## src/rtl/instruction_decode_stage.sv

```systemverilog
// DLX decode stage: classifies the instruction word and extracts register/immediate fields into a one-entry output register.
// Latency: 1 cycle from in_valid && in_ready to out_valid.
// Backpressure: the entry holds while out_ready is low; a load-use hazard stalls acceptance and inserts one counted bubble.
module instruction_decode_stage #(
  parameter int DATA_WIDTH      = 32,
  parameter int LINK_REG        = 31,
  parameter int STALL_CNT_WIDTH = 16,
  parameter int ENABLE_HAZARD   = 1
) (
  input  logic                       clk,
  input  logic                       rst,
  input  logic                       flush,
  input  logic                       in_valid,
  output logic                       in_ready,
  input  logic [31:0]                instruction_in,
  output logic                       out_valid,
  input  logic                       out_ready,
  output logic [1:0]                 inst_type_out,
  output logic [5:0]                 opcode_out,
  output logic [10:0]                func_out,
  output logic [4:0]                 read_address1_out,
  output logic [4:0]                 read_address2_out,
  output logic [4:0]                 write_address_out,
  output logic                       write_enable_out,
  output logic [DATA_WIDTH-1:0]      immediate_out,
  output logic [STALL_CNT_WIDTH-1:0] stall_count_out
);

  localparam logic [1:0] TYPE_R = 2'b00;
  localparam logic [1:0] TYPE_I = 2'b01;
  localparam logic [1:0] TYPE_J = 2'b10;
  localparam logic [4:0] LINK_ADDR = 5'(LINK_REG);

  logic [5:0]            opcode;
  logic [1:0]            d_type;
  logic [10:0]           d_func;
  logic [4:0]            d_rs1;
  logic [4:0]            d_rs2;
  logic [4:0]            d_rd;
  logic                  d_we;
  logic                  d_load;
  logic                  d_force_we;
  logic [DATA_WIDTH-1:0] d_imm;
  logic [31:0]           lhi_val;

  // Held-entry load flag; only consumed by the hazard detector.
  logic                  held_load;
  logic                  hazard;
  logic                  accept;

  assign opcode  = instruction_in[31:26];
  assign lhi_val = {instruction_in[15:0], 16'h0000};

  // Combinational decode of the incoming instruction word.
  always_comb begin
    d_type     = TYPE_I;
    d_func     = 11'd0;
    d_rs1      = instruction_in[25:21];
    d_rs2      = 5'd0;
    d_rd       = instruction_in[20:16];
    d_imm      = DATA_WIDTH'($signed(instruction_in[15:0]));
    d_load     = 1'b0;
    d_force_we = 1'b0;
    case (opcode)
      6'h00: begin
        d_type = TYPE_R;
        d_rs2  = instruction_in[20:16];
        d_rd   = instruction_in[15:11];
        d_func = instruction_in[10:0];
        d_imm  = '0;
      end
      6'h02, 6'h03: begin
        d_type = TYPE_J;
        d_rs1  = 5'd0;
        d_imm  = DATA_WIDTH'($signed(instruction_in[25:0]));
        if (opcode == 6'h03) begin
          d_rd       = LINK_ADDR;
          d_force_we = 1'b1;
        end else begin
          d_rd = 5'd0;
        end
      end
      6'h0C, 6'h0D, 6'h0E: d_imm = DATA_WIDTH'(instruction_in[15:0]);
      6'h0F:               d_imm = DATA_WIDTH'(lhi_val);
      6'h28, 6'h29, 6'h2A, 6'h2B: begin
        d_rs2 = instruction_in[20:16];
        d_rd  = 5'd0;
      end
      6'h04, 6'h05, 6'h12: d_rd = 5'd0;
      6'h13: begin
        d_rd       = LINK_ADDR;
        d_force_we = 1'b1;
      end
      6'h20, 6'h21, 6'h22, 6'h23, 6'h24, 6'h25: d_load = 1'b1;
      default: ;
    endcase
    d_we = d_force_we || (d_rd != 5'd0);
  end

  // Load-use check between the held load's destination and the incoming sources.
  always_comb begin
    hazard = 1'b0;
    if ((ENABLE_HAZARD != 0) && out_valid && held_load && write_enable_out && in_valid) begin
      hazard = ((d_rs1 != 5'd0) && (d_rs1 == write_address_out)) ||
               ((d_rs2 != 5'd0) && (d_rs2 == write_address_out));
    end
  end

  assign in_ready = !rst && !flush && !hazard && (!out_valid || out_ready);
  assign accept   = in_valid && in_ready;

  // Output register: load on accept, clear to zero when the entry leaves or is flushed.
  always_ff @(posedge clk) begin
    if (rst || flush) begin
      out_valid         <= 1'b0;
      inst_type_out     <= 2'b00;
      opcode_out        <= 6'd0;
      func_out          <= 11'd0;
      read_address1_out <= 5'd0;
      read_address2_out <= 5'd0;
      write_address_out <= 5'd0;
      write_enable_out  <= 1'b0;
      immediate_out     <= '0;
      held_load         <= 1'b0;
    end else if (accept) begin
      out_valid         <= 1'b1;
      inst_type_out     <= d_type;
      opcode_out        <= opcode;
      func_out          <= d_func;
      read_address1_out <= d_rs1;
      read_address2_out <= d_rs2;
      write_address_out <= d_rd;
      write_enable_out  <= d_we;
      immediate_out     <= d_imm;
      held_load         <= d_load;
    end else if (out_ready) begin
      out_valid         <= 1'b0;
      inst_type_out     <= 2'b00;
      opcode_out        <= 6'd0;
      func_out          <= 11'd0;
      read_address1_out <= 5'd0;
      read_address2_out <= 5'd0;
      write_address_out <= 5'd0;
      write_enable_out  <= 1'b0;
      immediate_out     <= '0;
      held_load         <= 1'b0;
    end
  end

  // Bubble counter: one count per hazard that lets the held load drain; saturates, untouched by flush.
  always_ff @(posedge clk) begin
    if (rst) begin
      stall_count_out <= '0;
    end else if (!flush && hazard && out_ready && (stall_count_out != '1)) begin
      stall_count_out <= stall_count_out + 1'b1;
    end
  end

endmodule
```

## config.mk

```make
export PLATFORM = sky130hd
export DESIGN_NAME = instruction_decode_stage
export DESIGN_NICKNAME = d
export VERILOG_FILES = /design/src/rtl/instruction_decode_stage.sv
export SDC_FILE = /design/constraint.sdc
export NUM_CORES = 1
export LEC_CHECK = 0
export CORE_ASPECT_RATIO = 0.7
export CORE_MARGIN = 10
export CORE_UTILIZATION = 42
export CTS_CLUSTER_DIAMETER = 40
export DETAILED_ROUTE_END_ITERATION = 7
export PLACE_DENSITY = 0.77
export SYNTH_ARGS = -nofsm -noshare
export SYNTH_HDL_FRONTEND = slang
export SYNTH_SLANG_ARGS = --single-unit
```

## constraint.sdc

```tcl
create_clock -name clk -period 2.45 [get_ports clk]
set_clock_uncertainty 0.05 [all_clocks]
set_input_delay 0.49 -clock clk [delete_from_list [all_inputs] [get_ports clk]]
set_output_delay 0.49 -clock clk [all_outputs]
set_load 0.02 [all_outputs]
```

==> out/qor.csv <==
stage,metric,value,unit
pwr,power_density,494,mW/mm²
layout,multi_input_area,0.00213,mm²
layout,fin_cells,755,
sta,setup_viol,1,
sta,relSlewSlack,46.6,%
die,die_w,134,µm
min_path,worstHoldPathType,reg -> reg,
die,io_pins,122,
yosys,synth-seq-area-share,44.5,%
critical_path,cp-start-kind,input port,
run,maxCapViolations,0,
grt,antenna_found_initial,0,
cts,worstSkewPairLatency,0.34,ns
die,start_util,42.7,%
sta,holdWs,0.409,ns
sta,hold_viol_final,0,
critical_path,arrival,1.93,ns
cts,numCtsBuffers,9,
grt,grt_max_degree,39,
layout,area_growth,60.0,%
sta,fin_setup_tns,-0.0180,ns
drt,viasPerCell,5.63,
pwr,irDropWorstVdd,351,µV
yosys,syn_area_per_cell,8.24,µm²
pwr,static-leakage-power,2.13,nW
yosys,synthCells,464,
drt,wl_per_cell,18.6,µm
sta,final.period_utilization,101,%
drt,first_pass_iters,6,
yosys,ys_top_cells_by_area,"dfxtp_1 (44%), nand3_1 (7.7%), nand2_1 (6.2%)",
critical_path,max_stage_delay,0.44,ns
yosys,async_flop_share,0,%
sta,layout_setup_ws,-0.0180,ns
cts,cts_hold_buf,0,
grt,grt_util_all_layers,20.2,%
outcome,violations,negative setup slack,
grt,first_global_vias,4091,
yosys,synth_fp_nets,502,
grt,grt_first_pass_wirelength,21900,µm
grt,grt-ovfl-total,0,
cts,cts_max_level,3,
die,dieArea,0.0134,mm²
drt,ant_nets,0,
die,core_area,0.00896,mm²
critical_path,critPathSlowestCell,clkdlybuf4s50_1,
placement,io_buffers,121,
cts,clock_path_buffers,2,
critical_path,crit_chain,clkdlybuf4s50_1 -> nor2_2 -> o21ai_2 -> nor4_2 -> nor2_1 -> and3_1 -> buf_6,
placement,post-dp-hpwl,10600,µm
cts,root_buffer,clkbuf_16,
layout,layout-drive-gt1-share,18.4,%
layout,antenna_cells,0,
cts,cts_tree,done,
yosys,yosys_register_bits,85,
sta,worstMarginPinSlew,0.800,ns
yosys,ys.flop_type,dfxtp_1,
sta,fmax,0.405,GHz
placement,gp_congestion,0.880,
layout,n_fill_cell,719,
yosys,synth_area,0.00382,mm²
drt,routed-via-count,4247,
placement,place_ws,-0.846,ns
cts,clkSinkCount,85,
sta,rsz0062_at_grt,true,
yosys,netlist.area_leader.share,44.5,%
sta,finalCriticalPeriod,2.47,ns
die,die_h,99.8,µm
drt,drt_iter0_drc,315,
yosys,synth_cell_types,39,
yosys,yosysWarningCount,0,
drt,drc,0,
cts,path_clk_slew,0.05,ns
critical_path,path_max_fanout,3,
placement,placed_cells,733,
sta,finalMaxSlewViolations,0,
yosys,yosysTopAreaCell,dfxtp_1,
outcome,status,"complete, but fails checks",
layout,nNetsFinal,665,
critical_path,path_class,in -> out,
yosys,synth_edf_count,0,
critical_path,endpoint_kind,output port,
drt,drt_wl_total,14000,µm
die,row_count,29,
critical_path,required,1.91,ns
layout,register_area,0.00170,mm²
[where the power goes]
group          switching [W]  total, W  internal [W]
clock               0.000515   0.00122      0.000706
combinational       0.000207  0.000393      0.000186
sequential         0.0000101   0.00141       0.00140
total               0.000732   0.00302       0.00229
[repair_timing]
item,in CTS,in global routing
setup endpoints to repair,73,21
gates cloned,0,3
resized for setup,27,28
buffers inserted,3,1
pin swaps,9,10
[worst max-delay path, delay by kind of cell]
kind	cells	cell delay (ns)
compound gates	1	0.11
buf+inv	2	0.57
simple gates	4	0.75
[routing by layer]
metal | up-vias | track usage [%] | share of wire (%)
met5 | - | 0 | 0
met4 | 0 | 6.42 | 1.7
met3 | 22 | 8.33 | 11
met2 | 176 | 30.9 | 45
met1 | 2013 | 25.5 | 43
li1 | 2036 | - | -
[sequential cells by signal, summed over array words and instances (netlist names), 2 cells and up]
register / count
immediate_out: 32
read_address1_out: 5
stall_count_out: 16
read_address2_out: 5
write_address_out: 5
func_out: 11
opcode_out: 6
inst_type_out: 2
[synth_stat cells (all sizes together), types with 2 or more instances]
cell / n
a211oi: 16
a21oi: 16
a221oi: 5
a22oi: 10
a31o: 16
and2: 3
and3: 4
and4: 3
buf: 16
clkbuf: 19
dfxtp: 85
inv: 2
mux2: 2
nand2: 63
nand2b: 3
nand3: 59
nand4: 6
nor2: 18
nor2b: 3
nor3: 7
nor4: 4
o21ai: 55
o31ai: 13
or2: 3
or3: 9
or4: 7
xnor2: 6
xor2: 5
[kinds of logic (layout without fill, tap and decap cells)]
family                     count (synthesis)  after routing  synth area share, %
AOI/OAI and AO/OA                        135            135                 23.1
xor gates and xnor gates                  11             11                 2.52
adders and majority gates                  1              1                0.327
buffers and inverters                     37            204                 4.32
DFF                                       85             85                 44.5
muxes                                      3              3                0.850
and+or+nand+nor                          192            192                 24.4
[layout make-up]
class / count / area share, %
clock buffer: 13 / 4.09
clock inverter: 2 / 0.164
inverter: 2 / 0.123
multi-input combinational: 342 / 34.8
sequential: 85 / 27.8
tap: 124 / 2.53
timing repair buffer: 187 / 30.5
[stage by stage]
step	area, µm²	utilization, %	power [W]
after floorplan	3830	-	0.00158
after global placement	5600	62.5	0.00180
after detailed placement	5600	62.5	0.00180
after CTS	5930	66.2	0.00301
after global routing	6120	68.3	0.00313
final	6120	68.3	0.00302
[placed cells by master (no fill, tap or decap), drive strengths merged, types with 2 or more instances in the layout]
| master | count |
|---|---|
| a211oi | 16 |
| a21oi | 16 |
| a221oi | 5 |
| a22oi | 10 |
| a31o | 16 |
| and2 | 3 |
| and3 | 4 |
| and4 | 3 |
| buf | 64 |
| clkbuf | 17 |
| clkdlybuf4s50 | 111 |
| clkinv | 2 |
| dfxtp | 85 |
| dlygate4sd2 | 8 |
| inv | 2 |
| mux2 | 2 |
| nand2 | 63 |
| nand2b | 3 |
| nand3 | 59 |
| nand4 | 6 |
| nor2 | 18 |
| nor2b | 3 |
| nor3 | 7 |
| nor4 | 4 |
| o21ai | 55 |
| o31ai | 13 |
| or2 | 3 |
| or3 | 9 |
| or4 | 7 |
| xnor2 | 6 |
| xor2 | 5 |
[path summary, 6_finish.rpt]
path | to | startpoint | depth (start not counted) | slack, ns
worst min-delay path | read_address1_out[1]$_SDFFE_PP0P_ | read_address1_out[1]$_SDFFE_PP0P_ | 2 | 0.41
worst max register to register | immediate_out[16]$_SDFFE_PP0P_ | write_address_out[4]$_SDFFE_PP0P_ | 7 | 0.10
worst min register to register | read_address1_out[1]$_SDFFE_PP0P_ | read_address1_out[1]$_SDFFE_PP0P_ | 2 | 0.41
worst max-delay path | in_ready | instruction_in[28] | 7 | -0.02
(Power assumes the default switching activity.)
